## config.mk

```make
export PLATFORM = sky130hd
export DESIGN_NAME = alu_arbiter_flat
export DESIGN_NICKNAME = d
export VERILOG_FILES = /design/src/rtl/alu_pkg.sv /design/src/rtl/alu_arbiter_if.sv /design/src/rtl/alu.sv /design/src/rtl/alu_arbiter.sv /design/src/flat_wrapper.sv
export SDC_FILE = /design/constraint.sdc
export NUM_CORES = 1
export LEC_CHECK = 0
export ABC_CLOCK_PERIOD_IN_PS = 5300
export CAP_MARGIN = 10
export CORE_MARGIN = 2
export CORE_UTILIZATION = 25
export CTS_CLUSTER_SIZE = 28
export DETAILED_ROUTE_END_ITERATION = 12
export GPL_ROUTABILITY_DRIVEN = 0
export GPL_TIMING_DRIVEN = 0
export PLACE_DENSITY = 0.49
export SYNTH_ARGS = -nofsm -noshare
export SYNTH_HDL_FRONTEND = slang
export SYNTH_HIERARCHICAL = 1
export SYNTH_SLANG_ARGS = --single-unit
```

## constraint.sdc

```tcl
create_clock -name clk -period 5.3 [get_ports clk]
set_input_delay 0.53 -clock clk [delete_from_list [all_inputs] [get_ports clk]]
set_output_delay 0.53 -clock clk [all_outputs]
set_load 0.01 [all_outputs]
```

## src/rtl/alu_pkg.sv

```systemverilog
// Shared types and opcode constants for the ALU and the two-requester ALU arbiter.
package alu_pkg;

  typedef logic [3:0] alu_op_t;

  localparam alu_op_t OP_ADD = 4'b0000;
  localparam alu_op_t OP_SUB = 4'b0001;
  localparam alu_op_t OP_AND = 4'b0010;
  localparam alu_op_t OP_OR  = 4'b0011;
  localparam alu_op_t OP_XOR = 4'b0100;
  localparam alu_op_t OP_SHL = 4'b1000;

  // FULL means the result register holds an undelivered result.
  typedef enum logic {EMPTY, FULL} arb_state_t;

endpackage

```

## src/rtl/alu_arbiter_if.sv

```systemverilog
// Request, response and monitor bundle between the two datapath masters and alu_arbiter.
// Handshakes: a transfer happens on a cycle where valid && ready are both high at the rising
// clock edge; a source holds valid and payload stable until it sees ready.
interface alu_arbiter_if #(
    parameter int N     = 8,
    parameter int CNT_W = 8
);
    import alu_pkg::*;

    logic            req0_valid;
    logic            req0_ready;
    logic [N-1:0]    req0_in0;
    logic [N-1:0]    req0_in1;
    alu_op_t         req0_op;

    logic            req1_valid;
    logic            req1_ready;
    logic [N-1:0]    req1_in0;
    logic [N-1:0]    req1_in1;
    alu_op_t         req1_op;

    logic            rsp_valid;
    logic            rsp_ready;
    logic [N-1:0]    rsp_data;
    logic            rsp_id;

    logic [CNT_W-1:0] grant_cnt0;
    logic [CNT_W-1:0] grant_cnt1;

    arb_state_t      dbg_state;
    logic            dbg_prio;

    modport slave (
        input  req0_valid, req0_in0, req0_in1, req0_op,
        input  req1_valid, req1_in0, req1_in1, req1_op,
        input  rsp_ready,
        output req0_ready, req1_ready,
        output rsp_valid, rsp_data, rsp_id,
        output grant_cnt0, grant_cnt1,
        output dbg_state, dbg_prio
    );

    modport master (
        output req0_valid, req0_in0, req0_in1, req0_op,
        output req1_valid, req1_in0, req1_in1, req1_op,
        output rsp_ready,
        input  req0_ready, req1_ready,
        input  rsp_valid, rsp_data, rsp_id,
        input  grant_cnt0, grant_cnt1,
        input  dbg_state, dbg_prio
    );

endinterface

```

## src/rtl/alu.sv

```systemverilog
// Combinational N-bit ALU; unknown opcodes produce zero, shifts of N or more produce zero.
module alu
    import alu_pkg::*;
#(
    parameter int N = 8
) (
    input  logic [N-1:0] in0,
    input  logic [N-1:0] in1,
    input  alu_op_t      op,
    output logic [N-1:0] out
);

    always_comb begin
        out = '0;
        case (op)
            OP_ADD:  out = in0 + in1;
            OP_SUB:  out = in0 - in1;
            OP_AND:  out = in0 & in1;
            OP_OR:   out = in0 | in1;
            OP_XOR:  out = in0 ^ in1;
            OP_SHL:  out = in0 << in1;
            default: out = '0;
        endcase
    end

endmodule

```

## src/rtl/alu_arbiter.sv

```systemverilog
// Two-requester round-robin front end for one shared ALU, with a single-entry tagged result
// register and saturating per-requester grant counters.
module alu_arbiter
    import alu_pkg::*;
#(
    parameter int N     = 8,
    parameter int CNT_W = 8
) (
    input  logic          clk,
    input  logic          rst,
    alu_arbiter_if.slave  bus
);

    arb_state_t       state_q, state_d;
    logic             prio_q;
    logic [N-1:0]     data_q;
    logic             id_q;
    logic [CNT_W-1:0] cnt0_q, cnt1_q;

    logic             can_accept;
    logic             grant0, grant1, any_grant;
    logic [N-1:0]     alu_in0, alu_in1, alu_out;
    alu_op_t          alu_op;

    // Grants are suppressed during reset so no handshake completes against state being cleared.
    assign can_accept = (state_q == EMPTY) || bus.rsp_ready;
    assign grant0     = !rst && can_accept && bus.req0_valid && (!bus.req1_valid || !prio_q);
    assign grant1     = !rst && can_accept && bus.req1_valid && (!bus.req0_valid ||  prio_q);
    assign any_grant  = grant0 || grant1;

    assign bus.req0_ready = grant0;
    assign bus.req1_ready = grant1;

    always_comb begin
        alu_in0 = '0;
        alu_in1 = '0;
        alu_op  = OP_ADD;
        if (grant1) begin
            alu_in0 = bus.req1_in0;
            alu_in1 = bus.req1_in1;
            alu_op  = bus.req1_op;
        end else if (grant0) begin
            alu_in0 = bus.req0_in0;
            alu_in1 = bus.req0_in1;
            alu_op  = bus.req0_op;
        end
    end

    alu #(.N(N)) u_alu (
        .in0 (alu_in0),
        .in1 (alu_in1),
        .op  (alu_op),
        .out (alu_out)
    );

    always_comb begin
        state_d = state_q;
        case (state_q)
            EMPTY:   if (any_grant) state_d = FULL;
            FULL:    if (bus.rsp_ready && !any_grant) state_d = EMPTY;
            default: state_d = EMPTY;
        endcase
    end

    always_ff @(posedge clk) begin
        if (rst) begin
            state_q <= EMPTY;
            prio_q  <= 1'b0;
            data_q  <= '0;
            id_q    <= 1'b0;
            cnt0_q  <= '0;
            cnt1_q  <= '0;
        end else begin
            state_q <= state_d;
            if (any_grant) begin
                data_q <= alu_out;
                id_q   <= grant1;
                prio_q <= grant0;
            end
            if (grant0 && (cnt0_q != {CNT_W{1'b1}})) cnt0_q <= cnt0_q + 1'b1;
            if (grant1 && (cnt1_q != {CNT_W{1'b1}})) cnt1_q <= cnt1_q + 1'b1;
        end
    end

    assign bus.rsp_valid  = (state_q == FULL);
    assign bus.rsp_data   = data_q;
    assign bus.rsp_id     = id_q;
    assign bus.grant_cnt0 = cnt0_q;
    assign bus.grant_cnt1 = cnt1_q;
    assign bus.dbg_state  = state_q;
    assign bus.dbg_prio   = prio_q;

endmodule

```

## src/flat_wrapper.sv

```systemverilog
// flat-port wrapper written by rule: the top's interface ports become plain ports
module alu_arbiter_flat import alu_pkg::*;
#(
    parameter int N     = 8,
    parameter int CNT_W = 8
)
  (clk, rst, bus_req0_valid, bus_req0_in0, bus_req0_in1, bus_req0_op, bus_req1_valid, bus_req1_in0, bus_req1_in1, bus_req1_op, bus_rsp_ready, bus_req0_ready, bus_req1_ready, bus_rsp_valid, bus_rsp_data, bus_rsp_id, bus_grant_cnt0, bus_grant_cnt1, bus_dbg_state, bus_dbg_prio);
  alu_arbiter_if #(.N(N), .CNT_W(CNT_W)) bus_i ();
  input  logic clk;
  input  logic rst;
  input wire logic [$bits(bus_i.req0_valid)-1:0] bus_req0_valid;
  input wire logic [$bits(bus_i.req0_in0)-1:0] bus_req0_in0;
  input wire logic [$bits(bus_i.req0_in1)-1:0] bus_req0_in1;
  input wire logic [$bits(bus_i.req0_op)-1:0] bus_req0_op;
  input wire logic [$bits(bus_i.req1_valid)-1:0] bus_req1_valid;
  input wire logic [$bits(bus_i.req1_in0)-1:0] bus_req1_in0;
  input wire logic [$bits(bus_i.req1_in1)-1:0] bus_req1_in1;
  input wire logic [$bits(bus_i.req1_op)-1:0] bus_req1_op;
  input wire logic [$bits(bus_i.rsp_ready)-1:0] bus_rsp_ready;
  output wire logic [$bits(bus_i.req0_ready)-1:0] bus_req0_ready;
  output wire logic [$bits(bus_i.req1_ready)-1:0] bus_req1_ready;
  output wire logic [$bits(bus_i.rsp_valid)-1:0] bus_rsp_valid;
  output wire logic [$bits(bus_i.rsp_data)-1:0] bus_rsp_data;
  output wire logic [$bits(bus_i.rsp_id)-1:0] bus_rsp_id;
  output wire logic [$bits(bus_i.grant_cnt0)-1:0] bus_grant_cnt0;
  output wire logic [$bits(bus_i.grant_cnt1)-1:0] bus_grant_cnt1;
  output wire logic [$bits(bus_i.dbg_state)-1:0] bus_dbg_state;
  output wire logic [$bits(bus_i.dbg_prio)-1:0] bus_dbg_prio;
  assign bus_i.req0_valid = bus_req0_valid;
  assign bus_i.req0_in0 = bus_req0_in0;
  assign bus_i.req0_in1 = bus_req0_in1;
  assign bus_i.req0_op = bus_req0_op;
  assign bus_i.req1_valid = bus_req1_valid;
  assign bus_i.req1_in0 = bus_req1_in0;
  assign bus_i.req1_in1 = bus_req1_in1;
  assign bus_i.req1_op = bus_req1_op;
  assign bus_i.rsp_ready = bus_rsp_ready;
  assign bus_req0_ready = bus_i.req0_ready;
  assign bus_req1_ready = bus_i.req1_ready;
  assign bus_rsp_valid = bus_i.rsp_valid;
  assign bus_rsp_data = bus_i.rsp_data;
  assign bus_rsp_id = bus_i.rsp_id;
  assign bus_grant_cnt0 = bus_i.grant_cnt0;
  assign bus_grant_cnt1 = bus_i.grant_cnt1;
  assign bus_dbg_state = bus_i.dbg_state;
  assign bus_dbg_prio = bus_i.dbg_prio;
  alu_arbiter #(.N(N), .CNT_W(CNT_W)) u_core (.clk(clk), .rst(rst), .bus(bus_i));
endmodule
```

==> flow_summary.yaml, run 1 <==
sta:
  maxSlewViolCount: 0
  finalSetupViolations: 0
  tightest_slew_ns: 0.518
  slew_headroom_pct: 65.4
  finalCritPeriodShare_pct: 88.7
  rsz0062_at_grt: "no"
  finalCriticalPeriod_ns: 4.70
  hold_viol: 0
  fmax_mhz: 213
  final.setup_skew_ns: 0.00668
  fin_ws_ns: 0.598
  setup_tns_ns: 0
yosys:
  yosysTopAreaCellShare_pct: 19.4
  synth.distinct_cells: 60
  synth_area_leader_cell: "dfxtp_1"
  synth-seq-cells: 27
  ys.flop_type: "dfxtp_1"
  synthArstFlopShare_pct: 0
  syn_area_sq_mm: 0.00279
  synthCells: 337
  yosys-top-cells-area: "dfxtp_1 (19%), ha_1 (12%), mux2i_1 (6.1%), a22o_1 (6.0%), nor2_1 (3.8%)"
  syn-num-nets: 409
  synth_edf_count: 0
  avgSynthCellArea_sq_um: 8.28
  yosys_warnings: 6
  yosysSeqAreaShare_pct: 19.4
final_layout:
  nFillCells: 1146
  area_growth_pct: 34.6
  antenna_cells: 0
  final_area_sq_mm: 0.00376
  num-nets-final: 488
  drive_gt1_share_pct: 11.3
routing:
  route.antenna.remaining_nets: 0
  vias: 2830
  dr.pass1.iters: 4
  vias_per_cell: 5.10
  post_drt_wl_per_cell_um: 16.5
  first_iter_violations: 126
  drc: 0
  routed_wl_mm: 9.13
worst_setup_path:
  rrSetupSlack_ns: 1.05
  rr_endpoint: "u_core/bus.rsp_data[6]"
  worstPathMaxFanout: 10
  crit_arrival_ns: 4.89
  crit_type: "input port to flop"
  end_kind: "flop"
  critPathTopFamily: "buffers and inverters"
  path_common_cell: "inv_2"
  critPathBufInv: 5
  critPathLaunchType: "input port"
  r2r-start: "u_core/bus.dbg_prio"
  critPathSlowestCell: "clkdlybuf4s50_1"
  worst-r2r-cell-count: 18
  required_ns: 5.48
  crit_chain: "clkdlybuf4s50_1 > nand4b_1 > inv_2 > clkbuf_1 > a22o_1 > buf_4 > inv_2 > ha_1 > mux2_2 > fa_1 > nor2b_4 > nor3_2 > o21bai_1 > a21oi_2 > xnor2_1 > a221o_1 > mux2i_1 > nor2_1"
  max_stage_delay_ns: 0.56
placed_design:
  preCtsSetupSlack_ns: 0.255
  dpl_cell_area_sq_mm: 0.00371
  portBuffers: 74
  post-dp-hpwl_mm: 7.45
global_route:
  grt_pass1_vias: 2814
  busiest_layer: "met2"
  met3_usage_pct: 3.62
  grt_pass1_wl_mm: 14.4
  antenna_found_initial: 0
  grt_usage_pct: 15.3
  grt_overflow: 0
  met2_usage_pct: 24.9
  grt_use_met1_pct: 20.6
  grt_max_degree: 18
clock_network:
  post_cts_buffers: 0
  cts_root_buf: "clkbuf_8"
  clk_latency_ns: 0.28
  cts.sinks: 27
  postCtsHoldBufs: 0
  htreeDepth: 1
  path_clk_slew_ns: 0.11
  numCtsBuffers: 3
  cts_tree: "done"
  cts_resized: 0
  cts_buffer_depth: 2
floorplanning:
  initial_core_util_pct: 25.6
  io_pins: 75
  fp.coreArea_sq_mm: 0.0109
  die-area_sq_mm: 0.0120
  die_w_um: 110
  die_y_um: 110
  num_rows: 38
power:
  fin_total_pwr_mw: 0.706
  power_leakage_nw: 1.40
  vdd_drop_max_uv: 93.1
  power.density_mw_per_mm2: 188
worst_hold_path:
  holdPathEnd: "u_core/bus.rsp_id"
  holdPathStages: 2
  hp-class: "flop to flop"
  min_from: "u_core/bus.rsp_id"
outcome:
  status: "finished, final reports clean"
job:
  drv_cap: 0
==> registers in the layout, summed over array words and instances (netlist names) <==
register and cells:
u_core/bus.grant_cnt0 8, u_core/bus.grant_cnt1 8, u_core/bus.rsp_data 8, u_core/bus.dbg_state 1, u_core/bus.rsp_id 1, u_core/bus.dbg_prio 1
==> routing by layer <==
metal,routed length (um),share of wire [%],vias to the layer above
li1,-,-,1393
met1,4290,47,1341
met2,4080,45,92
met3,683,7.5,4
met4,84,0.92,0
met5,0,0,-
==> synth_stat cells, types with 2 or more instances <==
cell type / instances
inv_2: 6
ha_1: 26
nor2_1: 28
nand4b_1: 2
a2111oi_4: 3
nand2_1: 22
buf_2: 10
o21a_1: 3
xnor2_1: 10
dfxtp_1: 27
mux2i_1: 17
a31oi_1: 7
clkbuf_1: 3
nor4_1: 2
or3_1: 3
and2_4: 2
o21ai_1: 11
a21oi_2: 3
and2_1: 3
o21bai_1: 2
nand2b_1: 5
a22o_1: 19
buf_4: 6
nand3_1: 7
o211ai_1: 4
mux2_1: 2
and4_1: 4
a32oi_1: 2
o22a_1: 2
mux2_2: 3
a31o_1: 2
nor3_2: 3
a211oi_1: 3
o21ai_0: 10
nor3_1: 7
inv_1: 17
nor2b_1: 7
a311oi_1: 4
a21oi_1: 19
==> kinds of logic after synthesis <==
| family | count (synthesis) | synth area share [%] |
|---|---|---|
| xor gates and xnor gates | 11 | 3.45 |
| and+or+nand+nor | 106 | 21.8 |
| buffers and inverters | 42 | 6.91 |
| DFF | 27 | 19.4 |
| muxes | 23 | 8.92 |
| AOI/OAI and AO/OA | 101 | 27.2 |
| adders and majority gates | 27 | 12.4 |
==> per-stage QoR <==
step           util, %  hold slack [ns]  instances
2_1_floorplan        -            0.486        337
3_3_place_gp      34.0            0.469        551
3_5_place_dp      34.0            0.471        551
4_1_cts           34.5            0.489        555
5_1_grt           34.5            0.511        555
6_report          34.5            0.485        555
==> layout make-up <==
type | instances | area (sq um) | area share, %
tap | 140 | 175 | 4.66
inverter | 23 | 86.3 | 2.30
buffer | 19 | 106 | 2.83
multi-input combinational | 268 | 2060 | 54.8
timing repair buffer | 74 | 741 | 19.7
sequential | 27 | 541 | 14.4
clock inverter | 1 | 8.76 | 0.233
clock buffer | 3 | 41.3 | 1.10
==> worst max path at each step <==
stage / start / end / slack, ns / cells past startpoint
after global placement: rst / u_core/bus.rsp_data[6] / 0.25 / 18
after floorplan: bus_rsp_ready / u_core/bus.rsp_data[6] / 1.45 / 18
after global routing: rst / u_core/bus.rsp_data[6] / 0.33 / 18
after CTS: rst / u_core/bus.rsp_data[6] / 0.57 / 18
final: rst / u_core/bus.rsp_data[6] / 0.60 / 18
after detailed placement: rst / u_core/bus.rsp_data[6] / 0.26 / 18
==> worst min-delay path, stage by stage, from the launching register on <==
cell and delay, ns:
dfxtp_1 0.33, nand2b_1 0.06, o21ai_1 0.06
==> power by group <==
group / leakage (nW) / switching [mW] / total, mW / internal, mW
clock: 0.0261 / 0.0750 / 0.130 / 0.0554
sequential: 0.220 / 0.00904 / 0.224 / 0.215
combinational: 1.16 / 0.179 / 0.351 / 0.172
total: 1.40 / 0.263 / 0.706 / 0.442
==> placed cells by master, fill, tap and decap left out, types with 3 or more instances in the layout <==
cell type        synthesis  layout
o21ai_0                 10      10
mux2i_1                 17      17
a31oi_1                  7       7
nand3_1                  7       7
dfxtp_1                 27      27
nor3_2                   3       3
inv_1                   17      17
clkdlybuf4s50_1          0      74
clkbuf_8                 0       3
buf_2                   10      10
a22o_1                  19      19
nor3_1                   7       7
nor2b_1                  7       7
mux2_2                   3       3
clkbuf_1                 3       3
o211ai_1                 4       4
ha_1                    26      26
a311oi_1                 4       4
nand2b_1                 5       5
and4_1                   4       4
a21oi_1                 19      19
nor2_1                  28      28
o21a_1                   3       3
a211oi_1                 3       3
inv_2                    6       6
and2_1                   3       3
buf_4                    6       6
xnor2_1                 10      10
nand2_1                 22      22
a2111oi_4                3       3
o21ai_1                 11      11
or3_1                    3       3
a21oi_2                  3       3
(Power assumes the default switching activity.)
==> run 2, diff against run 1 <==
Settings changed: HOLD_SLACK_MARGIN set to 0.08.
==> results of run 2 <==
No change in the layout: final DEF, timing and power equal those of run 1.
